`src/rtl/time_set_controller_pkg.sv`:
```
// Shared definitions for the time-set controller: mode encodings, the
// seconds/minutes moduli and the mode-advance sequence.
package time_set_controller_pkg;

  // Mode encodings as seen on the set_mode output.
  localparam logic [1:0] MODE_RUN      = 2'b00;
  localparam logic [1:0] MODE_SET_HOUR = 2'b01;
  localparam logic [1:0] MODE_SET_MIN  = 2'b10;

  localparam int unsigned SEC_MODULO = 60;
  localparam int unsigned MIN_MODULO = 60;

  // Mode reached after a mode_pulse. The unused encoding 11 falls back to RUN.
  function automatic logic [1:0] next_mode(input logic [1:0] mode);
    case (mode)
      MODE_RUN:      next_mode = MODE_SET_HOUR;
      MODE_SET_HOUR: next_mode = MODE_SET_MIN;
      default:       next_mode = MODE_RUN;
    endcase
  endfunction

endpackage

```
`src/rtl/time_set_controller_mod_counter.sv`:
```
// Generic wrap-around counter used for seconds, minutes and hours.
// carry_out is combinational so the next stage can increment on the same edge.
module mod_counter #(
  parameter int unsigned MODULO = 60,
  parameter int unsigned WIDTH  = 6
) (
  input  logic             regular_clk,
  input  logic             reset,
  input  logic             inc,
  input  logic             clear,
  output logic [WIDTH-1:0] value,
  output logic             carry_out
);

  localparam logic [WIDTH-1:0] LAST = WIDTH'(MODULO - 1);

  // Carry fires only on the increment that wraps the counter.
  assign carry_out = inc && (value == LAST);

  // Count register: clear has priority over inc.
  // NOTE: state registers use non-blocking assignments so every counter
  // samples the pre-edge values of the others, giving a clean one-edge ripple.
  always_ff @(posedge regular_clk or posedge reset) begin
    if (reset) begin
      value <= '0;
    end else if (clear) begin
      value <= '0;
    end else if (inc) begin
      value <= carry_out ? '0 : value + WIDTH'(1);
    end
  end

endmodule

```
`src/rtl/time_set_controller.sv`:
```
// Clock time keeper with a three-mode button interface: RUN counts seconds,
// SET_HOUR and SET_MIN freeze the time and let inc_pulse adjust one field.
// HOURS_MODULO is 12 or 24.
module time_set_controller
  import time_set_controller_pkg::*;
#(
  parameter int unsigned HOURS_MODULO = 24
) (
  input  logic       regular_clk,
  input  logic       reset,
  input  logic       sec_tick,
  input  logic       mode_pulse,
  input  logic       inc_pulse,
  output logic [4:0] hours,
  output logic [5:0] minutes,
  output logic [5:0] seconds,
  output logic [1:0] set_mode,
  output logic       blink
);

  logic in_run;
  logic in_set_hour;
  logic in_set_min;
  logic adjust;
  logic sec_inc;
  logic min_inc;
  logic hour_inc;
  logic sec_clear;
  logic sec_carry;
  logic min_carry;
  logic hour_carry;
  logic [1:0] mode_after;

  assign in_run      = (set_mode == MODE_RUN);
  assign in_set_hour = (set_mode == MODE_SET_HOUR);
  assign in_set_min  = (set_mode == MODE_SET_MIN);
  assign mode_after  = next_mode(set_mode);

  // mode_pulse beats inc_pulse; sec_tick is still honoured alongside mode_pulse in RUN.
  assign adjust    = inc_pulse && !mode_pulse;
  assign sec_inc   = in_run && sec_tick;
  assign min_inc   = (in_run && sec_carry) || (in_set_min && adjust);
  assign hour_inc  = (in_run && min_carry) || (in_set_hour && adjust);
  assign sec_clear = in_set_min && mode_pulse;

  mod_counter #(.MODULO(SEC_MODULO), .WIDTH(6)) u_seconds (
    .regular_clk (regular_clk),
    .reset       (reset),
    .inc         (sec_inc),
    .clear       (sec_clear),
    .value       (seconds),
    .carry_out   (sec_carry)
  );

  mod_counter #(.MODULO(MIN_MODULO), .WIDTH(6)) u_minutes (
    .regular_clk (regular_clk),
    .reset       (reset),
    .inc         (min_inc),
    .clear       (1'b0),
    .value       (minutes),
    .carry_out   (min_carry)
  );

  mod_counter #(.MODULO(HOURS_MODULO), .WIDTH(5)) u_hours (
    .regular_clk (regular_clk),
    .reset       (reset),
    .inc         (hour_inc),
    .clear       (1'b0),
    .value       (hours),
    .carry_out   (hour_carry)
  );

  // Mode FSM and blink: blink is forced high on entering a set mode, low in
  // RUN, and toggles per sec_tick while setting. Encoding 11 recovers to RUN.
  always_ff @(posedge regular_clk or posedge reset) begin
    if (reset) begin
      set_mode <= MODE_RUN;
      blink    <= 1'b0;
    end else if (mode_pulse || !(in_run || in_set_hour || in_set_min)) begin
      set_mode <= mode_after;
      blink    <= (mode_after != MODE_RUN);
    end else if (in_run) begin
      blink <= 1'b0;
    end else if (sec_tick) begin
      blink <= ~blink;
    end
  end

  // The hour carry is not needed beyond the hours counter itself.
  logic unused_carry;
  assign unused_carry = hour_carry;

endmodule

```
`config.mk`:
```
export PLATFORM = sky130hd
export DESIGN_NAME = time_set_controller
export DESIGN_NICKNAME = d
export VERILOG_FILES = /design/src/rtl/time_set_controller_pkg.sv /design/src/rtl/time_set_controller_mod_counter.sv /design/src/rtl/time_set_controller.sv
export SDC_FILE = /design/constraint.sdc
export NUM_CORES = 1
export LEC_CHECK = 0
export BUFFER_PORTS_ARGS = -buffer_cell sky130_fd_sc_hd__buf_2
export CORE_MARGIN = 10
export CORE_UTILIZATION = 45
export DETAILED_ROUTE_END_ITERATION = 10
export PLACE_DENSITY = 0.68
export SETUP_SLACK_MARGIN = 0.02
export SYNTH_ARGS = -nofsm -noshare
export SYNTH_HDL_FRONTEND = slang
export SYNTH_SLANG_ARGS = --single-unit
export TNS_END_PERCENT = 30
```
`constraint.sdc`:
```
create_clock -name regular_clk -period 2.4 [get_ports regular_clk]
set_input_delay 0.12 -clock regular_clk [delete_from_list [all_inputs] [get_ports regular_clk]]
set_output_delay 0.12 -clock regular_clk [all_outputs]
set_load 0.01 [all_outputs]
```
======== After elaboration in Yosys (flattened, before gate mapping) ========
Cells that the tools add are included.
word-level totals
  register bits ........................... 20
  output and inout port bits .............. 20
  word-level logic and storage cells ...... 44
operators by class
  $add $sub $neg .......................... 3
  equal/unequal tests ..................... 5
  mux-type cells .......................... 9
  bitwise logic cells ..................... 1
  reduce and logical (&&, ||, !) cells .... 21
operator list
  kind                   number
  $mux W6                4
  $add A6 B1 Y6 const B  2
  $eq A6 B6 Y1 const B   2
  $logic_and A1 B1 Y1    10
  $add A5 B1 Y5 const B  1
  $eq A5 B5 Y1 const B   1
  $logic_or A1 B1 Y1     5
  $mux W5                1
  $pmux W2 S2            1
  $reduce_bool A2 Y1     2
  $mux W1                3
  $reduce_bool A3 Y1     1
  $eq A2 B1 Y1 const B   1
  $eq A2 B2 Y1 const B   1
  $logic_not A1 Y1       2
  $logic_not A2 Y1       1
  $not A1 Y1             1

======== Depth between registers and ports, before layout ========
Gate-level depths: netlist of run 1.
  depth in word-level cells ............... 10
  mapped depth ............................ 5
  mapped depth without buffers ............ 5

======== By module ========
A second synthesis of run 1 with hierarchy kept.
unflattened totals
  cell total of the unflattened synthesis .. 121
  area, all modules ....................... 1177.4 um^2
modules (own cells, without submodules)
  module                        times used  cells each  area each (um^2)  seq. area each (um^2)
  mod_counter at u_minutes ...  2           36          340.3             150.1
  mod_counter at u_hours        1           26          290.3             125.1
  time_set_controller           1           23          206.4             75.1

======== Least setup slack after synthesis of run 1 ========
OpenSTA, ideal clock, no wires.
  kind .................................... register -> register
  start point ............................. register u_seconds.value[0]
  end point ............................... register u_minutes.value[2]
  arrival ................................. 1566 ps
  setup slack ............................. 709 ps
  cell stages (with the launch flop) ...... 6
  path buffers ............................ 0
  clock period less this slack ............ 1691 ps
  cells stage by stage .................... dfrtp_1 > ha_1 > and2b_2 > a31oi_4 > or2_4 > mux2_4
between the ends
  cells in the longest elaborated chain, start to end .. 6
RTL lines
  item                     line                                   RTL
  from (decl)              time_set_controller_mod_counter.sv:11  output logic [WIDTH-1:0] value,
  from (signal assigned)   time_set_controller_mod_counter.sv:29  value <= carry_out ? '0 : value + WIDTH'(1);
  $eq A6 B6 Y1 (*)         time_set_controller_mod_counter.sv:18  assign carry_out = inc && (value == LAST);
  $logic_and A1 B1 Y1 (*)  time_set_controller_mod_counter.sv:18
  $logic_and A1 B1 Y1 (*)  time_set_controller.sv:42              assign min_inc = (in_run && sec_carry) || (in_set_min && adjust);
  $logic_or A1 B1 Y1 (*)   time_set_controller.sv:42
  $logic_and A1 B1 Y1      time_set_controller_mod_counter.sv:18
  $mux W6                  time_set_controller_mod_counter.sv:29
  to (signal assigned)     time_set_controller_mod_counter.sv:29
  to (decl)                time_set_controller_mod_counter.sv:11
Every way passes the cells marked *; elsewhere a longest branch is shown, timed or not.
A chain may end at the register's enable or synchronous reset.

======== Worst setup path in the final report of run 1 ========
  start point ............................. register set_mode[0]
  end point ............................... register u_minutes.value[2]
between the ends
  cells in the longest elaborated chain, start to end .. 7
  elaborated cells on any way between the ends .. 9
RTL lines
  item                    line                                   RTL
  from (decl)             time_set_controller.sv:17              output logic [1:0] set_mode,
  from (signal assigned)  time_set_controller.sv:80              set_mode <= mode_after;
  $logic_not A2 Y1        time_set_controller.sv:34              assign in_run = (set_mode == MODE_RUN);
  $logic_and A1 B1 Y1     time_set_controller.sv:41              assign sec_inc = in_run && sec_tick;
  $logic_and A1 B1 Y1     time_set_controller_mod_counter.sv:18
  $logic_and A1 B1 Y1     time_set_controller.sv:42
  $logic_or A1 B1 Y1 (*)  time_set_controller.sv:42
  $logic_and A1 B1 Y1     time_set_controller_mod_counter.sv:18
  $mux W6                 time_set_controller_mod_counter.sv:29
Marks and branches as above.

==> results of run 1 <==
## layout by cell type, fill, tap and decap left out, types with 2 or more instances in the layout
master    instances
a21o_1            2
buf_2            24
nor2_1           10
nand2_1           9
nor4_1            2
clkbuf_4          3
inv_1             4
and2b_2           2
o211ai_1          2
o21ai_0          12
nor3_1            4
nor2b_1           2
xnor2_1           6
ha_1              3
and4bb_2          2
nand3_1           6
mux2i_1           3
dfrtp_1          20
## power groups by stage
stage | Clock (mW) | Sequential (mW) | Combinational [mW]
after floorplan | 0 | 0.682 | 0.345
after global placement | 0 | 0.671 | 0.556
after detailed placement | 0 | 0.686 | 0.567
after CTS | 0.206 | 0.680 | 0.570
after global routing | 0.219 | 0.714 | 0.627
final | 0.200 | 0.681 | 0.553
## sequential cells by signal, summed over array words and instances (netlist names)
register,cells
u_minutes.value,6
u_seconds.value,6
u_hours.value,5
set_mode,2
blink,1
## cells in the mapped netlist (all sizes together) (3+ instances only)
master / n
dfrtp: 20
o21ai: 12
nor2: 10
nand2: 9
nand3: 6
xnor2: 6
inv: 4
nor3: 4
a21o: 3
ha: 3
mux2: 3
mux2i: 3
nor4: 3
## metal layers
metal	GRT usage, %	vias to the layer above	share of wire, %
met4	5.59	0	2.4
met1	10.7	436	44
met2	16.3	21	49
met3	2.65	5	5.4
met5	0	-	0
li1	-	461	-
## worst min path at each step
stage | startpoint | slack, ns | cells after the start | end
2_1_floorplan | reset | 0.08 | 1 | blink
4_1_cts | mode_pulse | 0.13 | 3 | set_mode[1]
6_report | mode_pulse | 0.13 | 3 | set_mode[1]
3_5_place_dp | reset | 0.31 | 2 | u_hours.value[2]
3_3_place_gp | reset | 0.30 | 2 | u_minutes.value[0]
5_1_grt | mode_pulse | 0.15 | 3 | set_mode[1]
## through the flow
stage	instances	utilization, %	hold WS [ns]
after CTS	169	54.7	0.126
after detailed placement	164	52.8	0.311
final	169	54.7	0.132
after global placement	164	52.8	0.299
after global routing	169	54.7	0.146
after floorplan	113	-	0.0838
## cell type report
cell class	count	area share, %
Timing Repair Buffer	25	9.60
Sequential cell	20	36.9
Clock buffer	4	2.68
Multi-Input combinational cell	86	46.9
Tap cell	30	2.77
Inverter	4	1.11
## worst reg2reg max path, cell delays in order, from the launching register on
cell	delay (ns)
dfrtp_1	0.65
and4b_1	0.28
a31oi_4	0.30
or2_4	0.19
mux2_4	0.28
## logic make-up after synthesis
group	count (synthesis)	synth area share, %
xor+xnor	7	5.26
flops	20	43.0
mux	6	5.80
compound gates	24	14.2
buf+inv	7	2.47
simple gates	46	26.1
fa+ha+maj	3	3.22
==> reports/qor.txt, run 1 <==
Status -> completed
Combinational share of power -> 38.6%
Total power -> 1.43 mW
Critical Path Start -> set_mode[0]
R2R Setup Slk -> 0.60 ns
Syn Area/Cell -> 10.3 sq um
Worst EP arrival -> 2.01 ns
Sw frac -> 41.6%
Yosys warning count -> 0
Largest net degree at the start of global routing -> 21
Setup-failing EPs final -> 0
Placer Congestion -> 0.773
Synthesis-to-finish area growth -> 16.3%
Flops & latches, synth -> 20
Hold Buf Count CTS -> 1
Top cell family by delay on the critical path -> flip-flops
DP HPWL -> 1820 um
DP Area -> 0.00131 sq mm
Initial core utilization -> 47.0%
Power per cell area -> 1060 mW/mm^2
HP Class -> input port to flip-flop
Post-synth EDFFs -> 0
I/O pins -> 25
Setup TNS -> 0 ns
# rows -> 18
DRC errors left -> 0
Final worst path period share -> 75.1%
Drt first pass iters -> 4
Final #Nets -> 148
Setup Buffers After CTS -> 0
Cells along the critical path -> and4b_1 > a31oi_4 > or2_4 > mux2_4
Vias in the first global route -> 884
Cell-internal power -> 837 uW
Die area -> 0.00502 sq mm
Largest area contributor in the netlist -> dfrtp_1
Hold Vio Cnt, Final -> 0
Slew Viols, Final -> 0
Switch Pwr -> 596 uW
Crit. path cell count -> 4
FF-to-FF Start -> set_mode[0]
# H-tree levels -> 1
Rel. slew slack -> 51.4%
Finished Cell Area -> 0.00136 sq mm
Worst-path maximum fanout -> 17
Crit path kind -> flip-flop to flip-flop
Clock Pin Slew Worst Setup and Hold Paths -> 0.11 ns
Tmin final -> 1.80 ns
Setup ws final -> 0.596 ns
Seq/Total Area, Yosys -> 43.0%
Max-Cap Viols -> 0
Area of the mapped netlist -> 0.00116 sq mm
Clock Latency Late Sink -> 0.31 ns
Routed vias -> 923
Worst path slowest cell -> dfrtp_1
Num CTS Buffers -> 3
Die W -> 70.9 um
Max Buffers Root-to-Sink -> 2
Post-Route WL -> 2370 um
Crit end category -> flip-flop
Total grt overflow -> 0
Worst Tran Pin Value -> 0.728 ns
Inserted Diodes -> 0
Fill count -> 236
Critical Path End -> u_minutes.value[2]
Clk root buf -> clkbuf_4
Post-synthesis cell type count -> 39
Via density -> 5.46
Startpoint Class -> flip-flop
Pre-CTS setup slack -> 0.627 ns
Area share of the largest cell type after synthesis -> 43.0%
Seq pwr share -> 47.5%
Starting DRT DRC Count -> 48
Clock power frac -> 13.9%
Area of the core -> 0.00248 sq mm
Multi-input gate area -> 636 sq um
Synth Flop Type -> dfrtp_1
Worst-case clock skew -> 0.000621 ns
Share of cells above drive strength 1 -> 29.5%
CTS tree -> yes
Mapped Cells -> 113
Crit path largest cell delay -> 0.65 ns
RSZ-0062 raised after global routing -> no
Leak -> 0.714 nW
Worst r2r dst -> u_minutes.value[2]
Fmax -> 554 MHz
Gr usage total -> 9.71%
Async S/R FF share, synth -> 100%
Antenna violations before repair -> 0
Cells resized by post-CTS repair -> 0
Port Buf Inserts -> 24
R2R cell count -> 4
Peak supply drop -> 0.000815 V
Critical path required time -> 2.61 ns
ANT nets after route -> 0
WP buf/inv -> 0
Drt wl/cell -> 14.0 um
First-pass GRT wire length -> 4070 um
Synth top area cells -> dfrtp_1, o21ai_0, xnor2_1
Die height -> 70.9 um
Clk sink count -> 20
Storage cell area -> 500 sq um
Syn_nets -> 121
(Power assumes the default switching activity.)
==> run 2, diff against run 1 <==
Settings changed: PLACE_DENSITY 0.68 to 0.71.
Clock period 2.4 ns to 1.5 ns, I/O delays scaled along.
==> run 2 against run 1 <==
  * The run now ends with setup timing left
  * Die area did not move
  * Fmax up 16%
  * Via count up 12%
  * Sequential cell count stayed put
  * Register-to-register slack worse by 0.66 ns
  * Final area up 19%
==> reports/qor.txt, run 2 (synthesis gave the netlist of run 1 again) <==
Switch Pwr -> 1.09 mW
Failing checks -> setup timing
Clk sink count -> 20
Share of cells above drive strength 1 -> 44.8%
Crit end category -> flip-flop
Slew Viols, Final -> 0
Combinational share of power -> 51.9%
Final #Nets -> 174
Antenna violations before repair -> 0
Top sig layer -> met4
First-pass GRT wire length -> 4500 um
Final worst path period share -> 104%
Met2 wire length -> 1350 um
DP HPWL -> 2100 um
Startpoint Class -> flip-flop
Peak supply drop -> 0.00132 V
Largest net degree at the start of global routing -> 21
Gr usage total -> 10.8%
Max Buffers Root-to-Sink -> 2
Worst-case clock skew -> 0.0104 ns
I/O pins -> 25
Routed vias -> 1,034
ANT nets after route -> 0
Starting DRT DRC Count -> 105
Fmax -> 641 MHz
Worst-path maximum fanout -> 6
Clk root buf -> clkbuf_4
# rows -> 18
Clock Latency Late Sink -> 0.30 ns
Setup ws final -> -0.0609 ns
Setup TNS -> -0.172 ns
DRC errors left -> 0
Commonest non-fill, non-tap cell in the layout -> buf_4
R2R Setup Slk -> -0.06 ns
Total grt overflow -> 0
Via density -> 5.30
Synthesis-to-finish area growth -> 38.6%
Vias in the first global route -> 1,044
Clock power frac -> 11.5%
Worst EP arrival -> 1.75 ns
Setup-failing EPs final -> 4
Die height -> 70.9 um
Cell-internal power -> 1.64 mW
Met3 wire length -> 112 um
Seq pwr share -> 36.6%
Num CTS Buffers -> 3
HP Class -> input port to flip-flop
Worst Tran Pin Value -> 0.358 ns
Power per cell area -> 1690 mW/mm^2
Rel. slew slack -> 75.6%
Drt first pass iters -> 4
Clock Pin Slew Worst Setup and Hold Paths -> 0.10 ns
Leak -> 0.855 nW
Tmin final -> 1.56 ns
Inserted Diodes -> 0
Area of the core -> 0.00248 sq mm
Initial core utilization -> 47.0%
CTS tree -> yes
WL met1 -> 1330 um
Sw frac -> 39.8%
Crit path kind -> flip-flop to flip-flop
Max-Cap Viols -> 0
Largest registers -> u_minutes.value x6, u_seconds.value x6, u_hours.value x5
Port Buf Inserts -> 24
Die W -> 70.9 um
Die area -> 0.00502 sq mm
Placer Congestion -> 0.832
Status -> complete, but fails checks
# H-tree levels -> 1
Critical path required time -> 1.69 ns
Final hold slack -> 0.110 ns
Fin util -> 65.2%
Commonest cells after routing, fill and taps aside -> buf_4, buf_2, dfrtp_1
Drt wl/cell -> 14.6 um
Post-Route WL -> 2850 um
Hold Vio Cnt, Final -> 0
RSZ-0062 raised after global routing -> yes
## run 2: cell types whose count changed in the layout (fill, tap and decap cells not counted), moves of 2 or more
cell,change
buf_4,+25
ha_1,-2
ha_4,+2
o21ai_0,-2
## run 2: worst max-delay path, stage by stage, from the launching register on
cell and delay [ns]:
dfrtp_1 0.44, buf_4 0.18, and4bb_2 0.27, o2111ai_1 0.23, mux2_1 0.34
## run 2: path summary, 6_finish.rpt
| check | startpoint | endpoint | depth (start not counted) |
|---|---|---|---|
| setup / recovery | set_mode[0] | u_hours.value[3] | 4 |
| hold / removal | mode_pulse | set_mode[1] | 3 |
| setup reg to reg | set_mode[0] | u_hours.value[3] | 4 |
| hold reg to reg | set_mode[1] | set_mode[0] | 1 |
| max in group asynchronous | reset | u_seconds.value[2] | 4 |
| min in group asynchronous | reset | u_hours.value[1] | 4 |
## run 2: routing by layer
metal	vias up	global-route usage, %
li1	514	-
met1	494	12.1
met4	0	6.45
met5	-	0
met3	4	3.35
met2	22	17.6
## run 2: what timing repair did
item                                    CTS  global route
hold endpoints to repair                 20             0
pin swaps                                 0             3
endpoints found under the setup margin    6            13
hold buffers                              1             0
gates resized for setup                   1             9
buffers inserted                          1             3
## run 2: metrics by stage
stage	setup WS (ns)	instance area, sq um	total power, mW	cells
finish	-0.0609	1610	2.73	195
global route	-0.149	1610	2.95	195
CTS	-0.0595	1550	2.63	192
detailed placement	-0.0457	1490	2.28	186
global placement	-0.00250	1490	2.23	186
floorplan	-0.127	1180	1.67	113
## run 2: power by group through the flow
stage	Combinational (mW)	Clock [mW]	Sequential (mW)
floorplan	0.564	0	1.10
global placement	1.27	0	0.967
detailed placement	1.30	0	0.985
CTS	1.33	0.321	0.972
global route	1.57	0.354	1.03
finish	1.42	0.314	0.999
## run 2: layout make-up
class,count,area [sq um]
sequential,20,500
inverter,4,15.0
tap,30,37.5
timing repair buffer,51,329
fill,213,863
multi-input combinational,86,696
clock buffer,4,36.3
==> run 3, diff against run 2 <==
Settings changed: CELL_PAD_IN_SITES_DETAIL_PLACEMENT set to 1, CELL_PAD_IN_SITES_GLOBAL_PLACEMENT set to 2, CORE_UTILIZATION 45 to 30, PLACE_DENSITY 0.71 to unset, PLACE_DENSITY_LB_ADDON set to 0.1.
==> run 3 against run 2 <==
  * The run still ends with setup timing left
  * Critical path depth grew 1
  * Sequential share of layout area shrank 0.72 points
  * Routed wire length grew 11%
  * Total power grew 1.6%
  * Count of clock-buffer cells in the layout shrank 1
  * Cell count grew 8.7%
  * Clock skew shrank 0.0025 ns
  * Via count grew 1.1%
  * Non-clock buffer count is the same
  * Sequential power is essentially flat
  * Critical path type unchanged
  * Highest routed layer unchanged
==> reports/qor.txt, run 3 (synthesis gave the netlist of run 1 again) <==
Worst-case clock skew -> 0.00792 ns
I/O pins -> 25
Crit end category -> flip-flop
HP Class -> input port to flip-flop
Antenna violations before repair -> 0
Drt first pass iters -> 4
Inserted Diodes -> 0
Total grt overflow -> 0
DP HPWL -> 2500 um
Seq pwr share -> 36.1%
Combinational share of power -> 51.2%
Fill count -> 446
DP Area -> 0.00153 sq mm
Slew Viols, Final -> 0
# rows -> 22
Crit path largest cell delay -> 0.42 ns
# H-tree levels -> 1
Die height -> 82.3 um
Inst Count DP -> 207
Fmax -> 622 MHz
Area of the core -> 0.00372 sq mm
Final worst path period share -> 107%
Num CTS Buffers -> 3
Max-Cap Viols -> 0
Pre-CTS setup slack -> -0.0842 ns
Worst EP arrival -> 1.75 ns
Commonest cells after routing, fill and taps aside -> buf_4, buf_2, dfrtp_1
Cell-internal power -> 1.66 mW
Setup ws final -> -0.109 ns
Worst-path maximum fanout -> 5
Placer Congestion -> 0.739
Vias in the first global route -> 1,120
DRC errors left -> 0
Largest net degree at the start of global routing -> 21
Die W -> 82.3 um
Power per cell area -> 1680 mW/mm^2
Startpoint Class -> flip-flop
Worst path slowest cell -> dfrtp_1
Final #Nets -> 174
Sw frac -> 40.3%
Tmin final -> 1.61 ns
Rel. slew slack -> 77.9%
Clk root buf -> clkbuf_8
Fin util -> 44.6%
Clock Pin Slew Worst Setup and Hold Paths -> 0.08 ns
Initial core utilization -> 31.3%
Critical path required time -> 1.64 ns
Clock Latency Late Sink -> 0.26 ns
Port Buf Inserts -> 24
Routed vias -> 1,045
Max Buffers Root-to-Sink -> 2
Clk sink count -> 20
Finished Cell Area -> 0.00166 sq mm
Hold Vio Cnt, Final -> 0
Switch Pwr -> 1.12 mW
Failing checks -> setup timing
Die area -> 0.00677 sq mm
Commonest non-fill, non-tap cell in the layout -> buf_4
ANT nets after route -> 0
Crit path kind -> flip-flop to flip-flop
Setup-failing EPs final -> 3
Leak -> 0.854 nW
First-pass GRT wire length -> 5350 um
Clock power frac -> 12.7%
Via density -> 4.93
Peak supply drop -> 0.000676 V
CTS tree -> yes
RSZ-0062 raised after global routing -> yes
Gr usage total -> 10.1%
Synthesis-to-finish area growth -> 42.2%
Cells along the critical path -> ha_4 > and2b_2 > a31oi_4 > or2_4 > mux2_4
Largest registers -> u_minutes.value x6, u_seconds.value x6, u_hours.value x5
Drt wl/cell -> 14.9 um
Status -> complete, but fails checks
Post-Route WL -> 3160 um
Starting DRT DRC Count -> 32
Worst Tran Pin Value -> 0.331 ns
Cell Count, Final, Fillers Out -> 212
Share of cells above drive strength 1 -> 46.3%
==> run 3: worst max-delay path, delay by kind of cell (launching register included) <==
family / cells / cell delay [ns]
multiplexers: 1 / 0.29
AO/OA/AOI/OAI: 1 / 0.20
flip-flops: 1 / 0.42
adder cells (fa/ha/maj): 1 / 0.19
AND/OR/NAND/NOR: 2 / 0.39
==> run 3: worst paths after layout <==
kind	from	end	slack, ns	cells after the start
hold / removal	mode_pulse	set_mode[1]	0.17	3
max in group asynchronous	reset	set_mode[1]	0.89	4
setup reg to reg	u_seconds.value[1]	u_minutes.value[2]	-0.11	5
setup / recovery	u_seconds.value[1]	u_minutes.value[2]	-0.11	5
hold reg to reg	u_minutes.value[4]	u_minutes.value[4]	0.57	2
min in group asynchronous	reset	u_hours.value[4]	0.37	4
==> run 3: routing by layer <==
layer  share of wire [%]  vias up  track usage, %
met5                   0        -               0
met4                 1.3        0            4.08
met3                 7.4        4            3.46
met2                  49       19            16.9
met1                  43      514            11.4
li1                    -      508               -
==> run 3: layout make-up <==
cell class / instances / area, sq um / share of cell area [%]
Inverter: 4 / 15.0 / 0.906
Sequential cell: 20 / 502 / 30.3
Multi-Input combinational cell: 86 / 713 / 43.1
Timing Repair Buffer: 51 / 325 / 19.6
Clock buffer: 3 / 41.3 / 2.49
Tap cell: 48 / 60.1 / 3.63
==> run 3: metrics by stage <==
step                hold slack, ns  total power, mW  TNS [ns]
global placement             0.119             2.31   -0.0738
global route                 0.171             3.04    -0.765
floorplan                   0.0388             1.67    -0.288
finish                       0.170             2.78    -0.172
CTS                          0.176             2.75    -0.338
detailed placement           0.132             2.36    -0.252
==> run 3: power by group through the flow <==
stage / logic (mW) / clock network [mW] / registers [mW]
floorplan: 0.564 / 0 / 1.10
global placement: 1.33 / 0 / 0.983
detailed placement: 1.36 / 0 / 0.997
CTS: 1.39 / 0.372 / 0.990
global route: 1.60 / 0.396 / 1.04
finish: 1.42 / 0.351 / 1.00
==> run 3: what timing repair did <==
item / CTS / global route
setup buffers: 0 / 1
hold buffers: 1 / 0
pin swaps: 2 / 1
gates resized for setup: 4 / 7
endpoints found under the setup margin: 9 / 13
cloned: 0 / 0
endpoints found under the hold margin: 20 / 0
